<file path="config.mk">
export PLATFORM = sky130hd
export DESIGN_NAME = maze_neighbor_scanner
export DESIGN_NICKNAME = d
export VERILOG_FILES = /design/src/rtl/maze_neighbor_scanner.sv
export SDC_FILE = /design/constraint.sdc
export NUM_CORES = 1
export LEC_CHECK = 0
export CORE_ASPECT_RATIO = 0.9
export CORE_MARGIN = 3
export CORE_UTILIZATION = 48
export DETAILED_ROUTE_END_ITERATION = 6
export DONT_BUFFER_PORTS = 1
export SKIP_CTS_REPAIR_TIMING = 1
export SLEW_MARGIN = 15
export SYNTH_ARGS = -nofsm -noshare
export SYNTH_HDL_FRONTEND = slang
export SYNTH_SLANG_ARGS = --single-unit
</file>
<file path="constraint.sdc">
create_clock -name i_clk -period 7.4 [get_ports i_clk]
set_input_delay 1.11 -clock i_clk [delete_from_list [all_inputs] [get_ports i_clk]]
set_output_delay 1.11 -clock i_clk [all_outputs]
set_load 0.02 [all_outputs]
</file>
<file path="src/rtl/maze_neighbor_scanner.sv">
// rtl/maze_neighbor_scanner.sv - probes the four neighbours of a maze cell and returns an open-direction mask
//
// Purpose: memory initiator for the 16x16 maze bit-map. On an accepted start it
// reads the N, E, S, W neighbours of (cur_x, cur_y) and reports which are open.
// Out-of-map neighbours are never read and always report blocked.
//
// Optional feature macro: MAZE_MARK_VISITED_EN
//   defined   - the current cell is written with WALL (one cycle) before probing
//   undefined - no write is ever issued; o_mem_wr and o_mem_din stay 0
//
// Ports:
//   i_clk        clock shared with the maze memory
//   i_rst_n      asynchronous active-low reset
//   i_start      request pulse, sampled only while idle
//   i_cur_x/y    current cell, latched on an accepted start
//   o_busy       high whenever a scan is in progress
//   o_done       one-cycle pulse; o_open_mask is valid from this cycle on
//   o_open_mask  bit0 N (y-1), bit1 E (x+1), bit2 S (y+1), bit3 W (x-1); 1 = open
//   o_mem_x/y    memory address (0 when no strobe is active)
//   o_mem_rd     memory read strobe
//   o_mem_wr     memory write strobe
//   o_mem_din    memory write data
//   i_mem_dout   memory read data, valid the cycle after o_mem_rd

module maze_neighbor_scanner #(
    parameter logic WALL = 1'b1
) (
    input  logic       i_clk,
    input  logic       i_rst_n,
    input  logic       i_start,
    input  logic [3:0] i_cur_x,
    input  logic [3:0] i_cur_y,
    output logic       o_busy,
    output logic       o_done,
    output logic [3:0] o_open_mask,
    output logic [3:0] o_mem_x,
    output logic [3:0] o_mem_y,
    output logic       o_mem_rd,
    output logic       o_mem_wr,
    output logic       o_mem_din,
    input  logic       i_mem_dout
);

    typedef enum logic [2:0] {
        S_IDLE,
        S_MARK,
        S_PROBE,
        S_WAIT,
        S_DONE
    } state_t;

    state_t     r_state;
    logic [1:0] r_dir;
    logic [3:0] r_cur_x;
    logic [3:0] r_cur_y;
    logic [3:0] r_mask;
    logic [3:0] r_open_mask;

    logic [4:0] w_nbr_x;
    logic [4:0] w_nbr_y;
    logic       w_nbr_oob;
    logic       w_probe_rd;
    logic       w_mark;
    logic [3:0] w_mask_next;

    // Neighbour address in 5 bits: both -1 (5'b11111) and 16 (5'b10000) set
    // bit 4, so a single bit flags out-of-map without any wrap-around.
    always_comb begin
        w_nbr_x = {1'b0, r_cur_x};
        w_nbr_y = {1'b0, r_cur_y};
        case (r_dir)
            2'd0:    w_nbr_y = {1'b0, r_cur_y} - 5'd1;
            2'd1:    w_nbr_x = {1'b0, r_cur_x} + 5'd1;
            2'd2:    w_nbr_y = {1'b0, r_cur_y} + 5'd1;
            default: w_nbr_x = {1'b0, r_cur_x} - 5'd1;
        endcase
    end

    assign w_nbr_oob  = w_nbr_x[4] | w_nbr_y[4];
    assign w_probe_rd = (r_state == S_PROBE) && !w_nbr_oob;

`ifdef MAZE_MARK_VISITED_EN
    assign w_mark = (r_state == S_MARK);
`else
    assign w_mark = 1'b0;
`endif

    // Mask with the current direction's bit resolved: open only when WAIT
    // sees a non-WALL read; a PROBE that reaches here was out of the map.
    always_comb begin
        w_mask_next        = r_mask;
        w_mask_next[r_dir] = (r_state == S_WAIT) && (i_mem_dout != WALL);
    end

    always_ff @(posedge i_clk or negedge i_rst_n) begin
        if (!i_rst_n) begin
            r_state     <= S_IDLE;
            r_dir       <= 2'd0;
            r_cur_x     <= 4'd0;
            r_cur_y     <= 4'd0;
            r_mask      <= 4'd0;
            r_open_mask <= 4'd0;
        end else begin
            case (r_state)
                S_IDLE: begin
                    if (i_start) begin
                        r_cur_x <= i_cur_x;
                        r_cur_y <= i_cur_y;
                        r_mask  <= 4'd0;
                        r_dir   <= 2'd0;
`ifdef MAZE_MARK_VISITED_EN
                        r_state <= S_MARK;
`else
                        r_state <= S_PROBE;
`endif
                    end
                end
                S_MARK: begin
                    r_dir   <= 2'd0;
                    r_state <= S_PROBE;
                end
                S_PROBE: begin
                    if (!w_nbr_oob) begin
                        r_state <= S_WAIT;
                    end else begin
                        r_mask <= w_mask_next;
                        if (r_dir == 2'd3) begin
                            r_open_mask <= w_mask_next;
                            r_state     <= S_DONE;
                        end else begin
                            r_dir <= r_dir + 2'd1;
                        end
                    end
                end
                S_WAIT: begin
                    r_mask <= w_mask_next;
                    if (r_dir == 2'd3) begin
                        // Published on entry to DONE so it is valid with o_done.
                        r_open_mask <= w_mask_next;
                        r_state     <= S_DONE;
                    end else begin
                        r_dir   <= r_dir + 2'd1;
                        r_state <= S_PROBE;
                    end
                end
                S_DONE: begin
                    r_state <= S_IDLE;
                end
                default: begin
                    r_state <= S_IDLE;
                end
            endcase
        end
    end

    assign o_busy      = (r_state != S_IDLE);
    assign o_done      = (r_state == S_DONE);
    assign o_open_mask = r_open_mask;
    assign o_mem_rd    = w_probe_rd;
    assign o_mem_wr    = w_mark;
    assign o_mem_din   = w_mark & WALL;
    assign o_mem_x     = w_probe_rd ? w_nbr_x[3:0] : (w_mark ? r_cur_x : 4'd0);
    assign o_mem_y     = w_probe_rd ? w_nbr_y[3:0] : (w_mark ? r_cur_y : 4'd0);

endmodule

</file>
==> run summary <==
status = complete, no violations
Syn Std Cell Area = 0.00157 mm^2
crit end category = output pin
ys flop type = dfrtp_1
setup TNS = 0 ns
synthesized area per cell = 9.80 um^2
r2r startpoint = r_dir[0]
Area Overhead vs Synth = 3.19%
Setup-failing EPs final = 0
FF/Latch Area = 500 um^2
post-synth cell types = 45
most common cell after layout, fill and taps aside = dfrtp_1
Placer Congestion = 0.801
wire length on met2 = 1.53 mm
fraction of registers with async set/reset = 1.00
Final min period = 4.57 ns
Clock Sinks = 20
vias after detailed routing = 1146
CP required = 6.29 ns
Slew HR = 0.466
GRT Util Overall = 0.180
worst-margin pin slew = 0.798 ns
Post-synth EDFFs = 0
core area = 0.00309 mm^2
CTS Buf Count = 3
clock slew at reported path FFs = 0.13 ns
critical path arrival = 3.46 ns
type of the worst setup path = register to output pin
max frequency = 0.219 GHz
Final #Nets = 180
I/O pins = 29
RSZ-0062 raised after global routing = false
ratio of cells with drive above 1 in the final layout = 0.174
first-pass GRT wire length = 5.41 mm
fill count = 293
sequential share of the synthesized area = 0.319
Compound-Gate Fraction of Synth Area = 0.213
Yosys Warn Count = 0
GRT overflow = 0
worst-path fanout max = 18
CP top delay family = compound AO/OA/AOI/OAI gates
uppermost layer routed = met4
Port Buffers = 0
met3 wire len = 130 um
TritonRoute pass-1 iters = 4
Worst Path Buf+Inv = 2
vias per std cell = 5.82
Adder-Cell Fraction of Synth Area = 0.105
Die Height = 60.2 um
vias in the first global route = 1151
largest net degree at the start of global routing = 21
CTS Root Cell = clkbuf_4
Min-Delay Path Class = input pin to async pin
CTS tree = yes
H-tree Lvls = 1
Initial Utilization = 0.507
largest family of logic cells by synthesized area = compound AO/OA/AOI/OAI gates
FF-to-FF path depth = 9
Simple-Gate Fraction of Synth Area = 0.165
Post-Synth XOR/XNOR Area = 0.0279
Post-Syn Instances = 160
Die ar. = 0.00399 mm^2
Slew Viols, Final = 0
most frequent cells in the layout = dfrtp_1 (20), nor2_1 (14), inv_1 (12), a21oi_1 (11)
footprint of the multi-input gates = 956 um^2
mux cell area share after synthesis = 0.0934
WL met1 = 1.54 mm
period utilization = 0.617
Setup Skew = 0.0155 ns
flop2flop setup slack = 4.32 ns
Ant. Diodes = 0
initial antenna violation count = 0
Routed Antenna Nets = 0
drt total wl = 3.23 mm
Detailed Place HPWL = 2.43 mm
FF-to-FF End = o_open_mask[2]
row cnt = 19
1st-iter DRT viols = 20
Worst setup SP type = register
Largest stage delay, worst path = 0.61 ns
CP Cell Sequence = inv_1 > ha_1 > inv_1 > ha_1 > nand2b_1 > a21o_1 > a221oi_4 > o211ai_4 > a21oi_1
clk buf depth = 2
Die Width = 66.2 um
DRC = 0
crit path launch = r_dir[0]
Crit-path slowest cell = ha_1
total of max-cap violations = 0
#FFs+latches synth = 20
WL per Instance = 16.4 um
worst-skew pair later-pin latency = 0.32 ns
Final Hold Fails = 0
==> area by class of cell <==
type,count,area share
clock buffer,3,0.0139
clock inverter,1,0.0186
inverter,15,0.0348
multi-input combinational,116,0.591
sequential,20,0.309
tap,42,0.0325
==> how the worst max path moves through the flow <==
| stage | endpoint | slack (ns) | cells past startpoint |
|---|---|---|---|
| after global routing | o_mem_x[2] | 2.56 | 9 |
| after CTS | o_mem_x[2] | 2.81 | 9 |
| after detailed placement | o_mem_x[2] | 3.18 | 9 |
| after global placement | o_mem_x[3] | 3.35 | 9 |
| final | o_mem_x[2] | 2.83 | 9 |
| after floorplan | o_mem_x[2] | 3.88 | 9 |
==> routing by layer <==
metal	up-vias	track usage
li1	550	-
met1	569	0.245
met2	23	0.289
met3	4	0.0470
met4	0	0.0348
met5	-	0
==> kinds of logic (layout without fill, tap and decap cells) <==
logic type / after synthesis / count (layout)
xor gates and xnor gates: 5 / 5
and+or+nand+nor: 45 / 45
muxes: 11 / 11
DFF: 20 / 20
other: 1 / 2
adders and majority gates: 12 / 12
buffers and inverters: 25 / 19
AOI/OAI and AO/OA: 41 / 41
==> flip-flops by register name, summed over array words and instances (netlist names) <==
name         flops
r_mask           3
o_open_mask      4
r_state          3
r_cur_x          4
r_dir            2
r_cur_y          4
==> synthesized netlist by cell type (4+ instances only) <==
master / number / area, um^2
dfrtp_1: 20 / 500
xnor2_1: 4 / 35.0
mux2_2: 5 / 56.3
nand3_1: 5 / 25.0
ha_1: 10 / 125
buf_2: 5 / 25.0
o21ai_0: 10 / 50.1
nor2_1: 14 / 52.6
nand2_1: 8 / 30.0
inv_1: 12 / 45.0
a21oi_1: 11 / 55.1
==> through the flow <==
| step | setup slack (ns) | area, um^2 | std cells | util | hold slack, ns |
|---|---|---|---|---|---|
| final | 2.83 | 1620 | 197 | 0.523 | 0.464 |
| after global routing | 2.56 | 1620 | 197 | 0.523 | 0.440 |
| after CTS | 2.81 | 1620 | 197 | 0.523 | 0.448 |
| after detailed placement | 3.18 | 1570 | 193 | 0.506 | 0.516 |
| after global placement | 3.35 | 1570 | 193 | 0.506 | 0.504 |
| after floorplan | 3.88 | 1570 | 161 | - | 0.481 |
Power is left out: the tool's default activity adds up to more than one toggle a clock period on the data nets, which glitch-free logic cannot reach.
